File: src/rtl/transmit_slot_dispatcher.sv
// Transmit slot dispatcher: drains the switch-fabric output FIFO and hands whole frames
// to transmit queue slots, picking free slots in round-robin order.
module transmit_slot_dispatcher #(
  parameter int unsigned TRANSMIT_QUE_SLOTS = 4,
  parameter int unsigned FRAME_COUNT_WIDTH  = 16
) (
  input  logic                                  clock,
  input  logic                                  reset,
  input  logic [8:0]                            pop_data,
  input  logic                                  pop_data_valid,
  output logic                                  pop_ready,
  input  logic [TRANSMIT_QUE_SLOTS-1:0]         slot_free,
  input  logic [TRANSMIT_QUE_SLOTS-1:0]         slot_ready,
  output logic [8:0]                            slot_data,
  output logic [TRANSMIT_QUE_SLOTS-1:0]         slot_data_valid,
  output logic [$clog2(TRANSMIT_QUE_SLOTS)-1:0] active_slot,
  output logic                                  frame_done,
  output logic [FRAME_COUNT_WIDTH-1:0]          frame_count
);

  localparam int unsigned SlotW = $clog2(TRANSMIT_QUE_SLOTS);
  localparam logic [SlotW-1:0] LastSlot = SlotW'(TRANSMIT_QUE_SLOTS - 1);

  typedef enum logic {StIdle, StPassthrough} state_e;

  state_e                        state;
  logic [SlotW-1:0]              next_slot;
  logic [TRANSMIT_QUE_SLOTS-1:0] strobe;
  logic                          xfer;

  assign next_slot = (active_slot == LastSlot) ? '0 : active_slot + 1'b1;
  assign strobe    = {{(TRANSMIT_QUE_SLOTS - 1){1'b0}}, 1'b1} << active_slot;

  // Only slot_ready gates a word once the slot is claimed; slot_free is ignored mid-frame.
  assign xfer      = (state == StPassthrough) && pop_data_valid && slot_ready[active_slot];
  assign pop_ready = xfer && !reset;

  always_ff @(posedge clock) begin
    if (reset) begin
      state           <= StIdle;
      active_slot     <= '0;
      slot_data       <= '0;
      slot_data_valid <= '0;
      frame_done      <= 1'b0;
      frame_count     <= '0;
    end else begin
      slot_data_valid <= '0;
      frame_done      <= 1'b0;
      case (state)
        StIdle: begin
          // Claim cycle: no word moves while the candidate slot is being taken.
          if (slot_free[active_slot]) begin
            state <= StPassthrough;
          end else begin
            active_slot <= next_slot;
          end
        end
        StPassthrough: begin
          if (xfer) begin
            slot_data       <= pop_data;
            slot_data_valid <= strobe;
            if (pop_data[8]) begin
              frame_done  <= 1'b1;
              frame_count <= frame_count + FRAME_COUNT_WIDTH'(1);
              state       <= StIdle;
              active_slot <= next_slot;
            end
          end
        end
        default: state <= StIdle;
      endcase
    end
  end

endmodule

File: config.mk
export PLATFORM = sky130hd
export DESIGN_NAME = transmit_slot_dispatcher
export DESIGN_NICKNAME = d
export VERILOG_FILES = /design/src/rtl/transmit_slot_dispatcher.sv
export SDC_FILE = /design/constraint.sdc
export NUM_CORES = 1
export LEC_CHECK = 0
export ABC_AREA = 1
export ABC_CLOCK_PERIOD_IN_PS = 2150
export CAP_MARGIN = 40
export CORE_ASPECT_RATIO = 0.9
export CORE_MARGIN = 10
export CORE_UTILIZATION = 65
export DETAILED_ROUTE_END_ITERATION = 8
export DONT_BUFFER_PORTS = 1
export HOLD_SLACK_MARGIN = 0.15
export PLACE_DENSITY = 0.9
export REMOVE_ABC_BUFFERS = 1
export SLEW_MARGIN = 10
export SYNTH_ARGS = -nofsm -noshare
export SYNTH_HDL_FRONTEND = slang
export SYNTH_SLANG_ARGS = --single-unit
File: constraint.sdc
create_clock -name clock -period 2.15 [get_ports clock]
set_clock_uncertainty 0.05 [all_clocks]
set_input_delay 0.215 -clock clock [delete_from_list [all_inputs] [get_ports clock]]
set_output_delay 0.215 -clock clock [all_outputs]
set_load 0.01 [all_outputs]
==> results of run 1 <==
==> report_power, final <==
part | total (mW) | leakage, nW | internal, mW | switching, mW
clock network | 0.351 | 0.0310 | 0.123 | 0.228
logic | 0.334 | 0.335 | 0.111 | 0.223
registers | 0.790 | 0.268 | 0.680 | 0.110
==> cells in the final DEF (no fill, tap or decap), drive strengths merged, types with 5 or more instances in the layout <==
cell,count
inv,24
nand3,10
dfxtp,33
nand4,6
clkbuf,5
nor2,33
o21ai,15
a21oi,25
dlygate4sd3,9
nand2,72
==> logic make-up after synthesis <==
group                    Yosys count  synth area share [%]
adder cells (fa/ha/maj)            2                  1.49
AND/OR/NAND/NOR                  122                  32.5
AO/OA/AOI/OAI                     40                  13.9
buffers and inverters             32                  9.81
XOR/XNOR                           6                  3.12
flip-flops                        33                  39.2
==> sequential cells by signal, indices dropped and copies added, names as in the netlist <==
signal / flops
frame_count: 16
slot_data: 9
slot_data_valid: 4
active_slot: 2
frame_done: 1
state: 1
==> what timing repair did <==
action | 4_1_cts | 5_1_grt
endpoints found under the hold margin | 32 | 0
endpoints found under the setup margin | 0 | 1
hold buffers | 9 | 0
gates resized for setup | 0 | 1
==> synth_stat cells <==
| cell | count | share of area [%] |
|---|---|---|
| buf_6 | 2 | 1.3 |
| nand4_1 | 5 | 1.9 |
| a21oi_2 | 9 | 4.7 |
| nand4_4 | 1 | 1.3 |
| xor2_1 | 3 | 1.6 |
| ha_1 | 2 | 1.5 |
| buf_4 | 2 | 0.89 |
| o21ai_0 | 15 | 4.5 |
| inv_4 | 2 | 0.74 |
| nor2_2 | 3 | 1.1 |
| dfxtp_1 | 33 | 39 |
| buf_1 | 1 | 0.22 |
| nand2_2 | 8 | 3.0 |
| nand3b_1 | 1 | 0.45 |
| nand3_2 | 3 | 1.8 |
| clkbuf_1 | 1 | 0.22 |
| nor2_1 | 30 | 6.7 |
| buf_12 | 1 | 1.2 |
| nand3_1 | 7 | 2.1 |
| nand2_1 | 64 | 14 |
| xnor2_1 | 3 | 1.6 |
| a21oi_1 | 16 | 4.8 |
| buf_2 | 1 | 0.30 |
| inv_1 | 22 | 4.9 |
==> layout make-up <==
cell class / instances / area share [%]
timing repair buffer: 9 / 5.02
clock buffer: 5 / 2.09
sequential: 33 / 36.9
tap: 28 / 1.95
inverter: 24 / 5.30
multi-input combinational: 170 / 47.8
clock inverter: 3 / 0.976
==> worst max path at each step <==
stage	start	endpoint	slack [ns]	depth (start not counted)
after detailed placement	active_slot[0]	frame_count[3]	0.38	6
after CTS	active_slot[0]	pop_ready	0.08	4
after global routing	active_slot[1]	pop_ready	0.02	4
after global placement	active_slot[0]	frame_count[3]	0.42	6
after floorplan	active_slot[0]	frame_count[3]	0.62	6
final	active_slot[1]	pop_ready	0.13	4
==> per-layer routing <==
layer | up-vias | global-route usage (%) | wire length, um
li1 | 766 | - | -
met1 | 654 | 16.5 | 1490
met2 | 42 | 27.4 | 2010
met3 | 10 | 6.07 | 341
met4 | 0 | 7.21 | 74
met5 | - | 0 | 0
==> stage by stage <==
step	cell area [sq um]	hold slack, ns	utilization [%]	worst slack, ns
after CTS	1790	0.172	72.7	0.0842
after global placement	1650	0.230	66.8	0.418
after detailed placement	1650	0.231	66.8	0.381
final	1800	0.179	72.8	0.128
after floorplan	1610	0.227	-	0.620
after global routing	1800	0.226	72.8	0.0236
==> critical path, cell delays in order (launching register included) <==
cell	delay, ns
dfxtp_1	0.53
inv_1	0.14
nand3_2	0.14
nand3_2	0.30
nor2_2	0.31
==> metrics.yaml, run 1 <==
outcome:
  outcome: "complete, no violations"
clock_tree:
  cts.sinks: 33
  htreeDepth: 2
  clk_latency_ns: 0.35
  cts.clk_slew.worst_paths_ns: 0.10
  cts_tree: "yes"
  cts_buffers: 5
  cts_root_buf: "clkbuf_4"
  post_cts_buffers: 0
  clock_path_buffers: 2
floorplanning:
  pin_count: 53
  fp-row-count: 17
  die_h_um: 68.3
  initial_core_util_pct: 68.3
  coreArea_sq_um: 2470
  die_area_sq_um: 5030
  die_w_um: 73.7
worst_setup_path:
  ff2ff_path_depth: 6
  cp_data_required_time_ns: 1.88
  worst-r2r-setup-slack_ns: 0.38
  r2r-start: "active_slot[1]"
  r2r-end: "frame_count[10]"
  critPathLaunchType: "flip-flop"
  cp.arrival_ns: 1.76
  critical_path_class: "reg -> out"
  end_kind: "primary output"
  path_max_fanout: 18
cells_and_area:
  nNetsFinal: 265
  regArea_sq_um: 662
  area_delta_synth_final_pct: 6.61
  fin_cells: 272
  multi_input_area_sq_um: 858
  layout-drive-gt1-share_pct: 14.3
  fill_cells: 206
  diodes: 0
power_and_ir_drop:
  power_mw: 1.47
  p_leak_nw: 0.634
  ir_drop_mv: 0.861
  power_density_nw_per_um2: 821
timing:
  period_minus_slack_ns: 2.02
  rsz0062_at_grt: "false"
  slew_headroom_pct: 40.9
  slew_violations: 0
  fin_crit_sh_pct: 94.0
  hold_viol_final: 0
  clock.fmax_ghz: 0.495
  tns_ns: 0
  worst_pin_slew_ns: 0.884
  setup_viol: 0
routing:
  drt_wl_total_mm: 3.92
  vias_per_cell: 5.41
  drt-initial-drc-count: 81
  route.detailed.drc: 0
  ant_nets: 0
  wl_per_cell_um: 14.4
  vias: 1472
  drtPass1Iterations: 4
global_routing:
  grt_max_degree: 24
  grt_pass1_wl_mm: 6.27
  antenna_found_initial: 0
  grt_overflow: 0
  grtUsageTotal_pct: 15.7
  first_global_vias: 1413
min_path:
  hold_path_class: "in -> reg"
  holdPathEnd: "frame_done"
  holdPathStages: 2
  min_from: "pop_data[8]"
synthesis:
  synth-seq-cells: 33
  syn_avg_cell_area_sq_um: 7.17
  syn_inst: 235
  ys_types: 24
  synth_seq_area_share_pct: 39.2
  syn-cell-area_sq_um: 1680
  yosys_warnings: 0
placement:
  post-dp-hpwl_mm: 2.78
  numPortBuffers: 0
  place_congestion: 0.812
  dp.cells: 255
run:
  drv_cap: 0
(Power assumes the default switching activity.)
==> inputs of run 2 (changes only) <==
--- a/config.mk
+++ b/config.mk
@@ -6,17 +6,17 @@
 export NUM_CORES = 1
 export LEC_CHECK = 0
 export ABC_AREA = 1
-export ABC_CLOCK_PERIOD_IN_PS = 2150
+export ABC_CLOCK_PERIOD_IN_PS = 1700
 export CAP_MARGIN = 40
 export CORE_ASPECT_RATIO = 0.9
 export CORE_MARGIN = 10
-export CORE_UTILIZATION = 65
+export CORE_UTILIZATION = 56
 export DETAILED_ROUTE_END_ITERATION = 8
 export DONT_BUFFER_PORTS = 1
 export HOLD_SLACK_MARGIN = 0.15
-export PLACE_DENSITY = 0.9
+export PLACE_DENSITY = 0.83
 export REMOVE_ABC_BUFFERS = 1
-export SLEW_MARGIN = 10
+export SLEW_MARGIN = 5
 export SYNTH_ARGS = -nofsm -noshare
 export SYNTH_HDL_FRONTEND = slang
 export SYNTH_SLANG_ARGS = --single-unit
==> constraint.sdc (replaced) <==
create_clock -name clock -period 1.7 [get_ports clock]
set_clock_uncertainty 0.05 [all_clocks]
set_input_delay 0.17 -clock clock [delete_from_list [all_inputs] [get_ports clock]]
set_output_delay 0.17 -clock clock [all_outputs]
set_load 0.01 [all_outputs]
==> run 2 against run 1 <==
  * The flow now finishes with violations (negative hold slack)
  * Sequential power grew 22%
  * Combinational power rose by 54%
  * Global-route usage down 0.37 points
  * Sequential share of layout area down 3.2 points
  * Die area increased by 11%
  * Count of clock-buffer cells in the layout increased by 2
  * Utilization shrank 2.7 points
  * Highest routed layer unchanged
==> metrics.yaml, run 2 (synthesis results as in run 1) <==
outcome:
  outcome: "finished, violations left"
  violations: "negative hold slack"
routing:
  drt_wl_total_mm: 4.12  # +5.2%
  wl_met2_mm: 2.02  # +0.25%
  drt-initial-drc-count: 115  # +42%
  vias_per_cell: 5.00  # -7.5%
  dr_wl_met3_um: 333  # -2.3%
  wl_per_cell_um: 13.7  # -5.0%
  ant_nets: 0  # unchanged
  vias: 1506  # +2.3%
  highest_layer: "met4"
  route.detailed.drc: 0  # unchanged
  drtPass1Iterations: 4  # unchanged
  met1_length_mm: 1.69  # +14%
cells_and_area:
  fill_cells: 236  # +15%
  final_cell_area_sq_um: 1970  # +9.8%
  top_register: "frame_count"
  final_cell_mix: "64 x nand2_1, 31 x dfxtp_1, 30 x nor2_1"
  nNetsFinal: 282  # +6.4%
  largest_register_ffs: 16  # unchanged
  diodes: 0  # unchanged
  area_delta_synth_final_pct: 17.1
  final_common_cell: "nand2_1"
  layout-drive-gt1-share_pct: 19.5  # +5.2 points
  reg_top3: "frame_count: 16 flops, slot_data: 9 flops, slot_data_valid: 4 flops"
worst_setup_path:
  path_common_cell: "nand3_2"
  cp_data_required_time_ns: 1.48  # -0.40 ns
  critical-path-max-stage-delay_ns: 0.38  # -0.15 ns
  path_cells: "inv_4 > nand2_1 > nand3_2 > nand3_2 > nor2_2 > buf_4"
  r2r-start: "active_slot[0]"
  r2r-end: "frame_count[3]"
  critical_path_class: "reg -> out"
  worst-r2r-setup-slack_ns: 0.15  # -0.23 ns
  path_max_fanout: 7  # -11
  end_kind: "primary output"
  crit_slowest_cell: "dfxtp_2"
  ff2ff_path_depth: 7  # +1
  critPathLaunchType: "flip-flop"
  cp.arrival_ns: 1.34  # -0.42 ns
clock_tree:
  cts_tree: "yes"
  ctsHoldBuffers: 10  # +1
  htreeDepth: 2  # unchanged
  clk_latency_ns: 0.34  # about the same
  cts_buffers: 5  # unchanged
  cts_root_buf: "clkbuf_4"
  cts.clk_slew.worst_paths_ns: 0.10  # about the same
  post_cts_buffers: 0  # unchanged
  cts.sinks: 33  # unchanged
  clock_path_buffers: 2  # unchanged
floorplanning:
  coreArea_sq_um: 2820  # +14%
  die_h_um: 72.0  # +5.5%
  die_area_sq_um: 5600  # +11%
  pin_count: 53  # unchanged
  fp-row-count: 18  # +1
  die_w_um: 77.8  # +5.6%
  initial_core_util_pct: 59.8  # -8.4 points
global_routing:
  grt_max_degree: 19  # -21%
  grt_overflow: 0  # unchanged
  first_global_vias: 1381  # -2.3%
  antenna_found_initial: 0  # unchanged
  grt_pass1_wl_mm: 7.00  # +12%
  grtUsageTotal_pct: 15.4  # -0.37 points
timing:
  tns_ns: 0  # unchanged
  worst_pin_slew_ns: 0.391  # -0.493 ns
  period_minus_slack_ns: 1.56
  slew_headroom_pct: 73.8  # +33 points
  setup_viol: 0  # unchanged
  rsz0062_at_grt: "false"
  holdWs_ns: -0.177  # -0.356 ns
  hold_viol_final: 20  # +20
  slew_violations: 0  # unchanged
  clock.fmax_ghz: 0.643
  fin_crit_sh_pct: 91.5
placement:
  place_area_sq_um: 1780  # +8.2%
  numPortBuffers: 0  # unchanged
  post-dp-hpwl_mm: 2.96  # +6.4%
  place_congestion: 0.787  # -3.1%
power_and_ir_drop:
  swShare_pct: 32.6  # -5.4 points
  p_leak_nw: 0.737  # +16%
  p_int_mw: 1.42  # +55%
  power_frac_clock_pct: 29.6  # +5.8 points
  ir_drop_mv: 0.699  # -19%
  power_density_nw_per_um2: 1070  # +30%
  comb_power_share_pct: 24.5  # +1.9 points
  p_switching_uw: 686  # +22%
  power_frac_seq_pct: 45.9  # -7.7 points
min_path:
  hold_path_class: "in -> reg"
  holdPathStages: 1  # -1
  min_from: "reset"
  holdPathEnd: "frame_count[7]"
run:
  drv_cap: 0  # unchanged
==> run 2: metrics by stage <==
stage / hold WS, ns / util, % / total power [mW] / setup WS [ns] / cells
after floorplan: 0.182 / - / 1.30 / 0.170 / 227
after global placement: 0.186 / 63.4 / 1.45 / 0.196 / 283
after detailed placement: 0.186 / 63.4 / 1.47 / 0.136 / 283
after CTS: -0.188 / 70.0 / 2.10 / 0.0412 / 301
after global routing: -0.194 / 70.0 / 2.24 / 0.0200 / 301
final: -0.177 / 70.0 / 2.10 / 0.144 / 301
==> run 2: worst max-delay path: cells and delay by family (launching register included) <==
family,cells,cell delay [ns]
simple gates,4,0.38
flops,1,0.38
buf+inv,2,0.23
==> run 2: final cells by class <==
| cell class | instances | area (sq um) | area share (%) |
|---|---|---|---|
| timing repair buffer | 26 | 220 | 11.2 |
| multi-input combinational | 170 | 858 | 43.5 |
| inverter | 24 | 95.1 | 4.82 |
| tap | 40 | 50.0 | 2.54 |
| clock buffer | 7 | 55.1 | 2.79 |
| clock inverter | 1 | 30.0 | 1.52 |
| sequential | 33 | 663 | 33.6 |
==> run 2: what timing repair did <==
item | in CTS | in global routing
endpoints found under the setup margin | 0 | 5
endpoints found under the hold margin | 33 | 20
resized for setup | 0 | 2
==> run 2: layer usage <==
layer  global-route usage [%]  up-vias
li1                         -      796
met1                     17.5      663
met4                     7.29        0
met5                        0        -
met3                     6.16        8
met2                     24.7       39
==> run 2: worst max path at each step <==
stage	start	slack, ns	end
2_1_floorplan	active_slot[0]	0.17	frame_count[3]
3_3_place_gp	active_slot[0]	0.20	frame_count[3]
3_5_place_dp	active_slot[0]	0.14	frame_count[3]
4_1_cts	active_slot[0]	0.04	pop_ready
5_1_grt	active_slot[0]	0.02	pop_ready
6_report	active_slot[0]	0.14	pop_ready
==> run 2: power by group through the flow <==
stage	logic [mW]	registers [mW]	clock network (mW)
6_report	0.515	0.966	0.622
3_3_place_gp	0.479	0.974	0
5_1_grt	0.593	0.980	0.671
3_5_place_dp	0.491	0.979	0
4_1_cts	0.511	0.961	0.630
2_1_floorplan	0.315	0.986	0
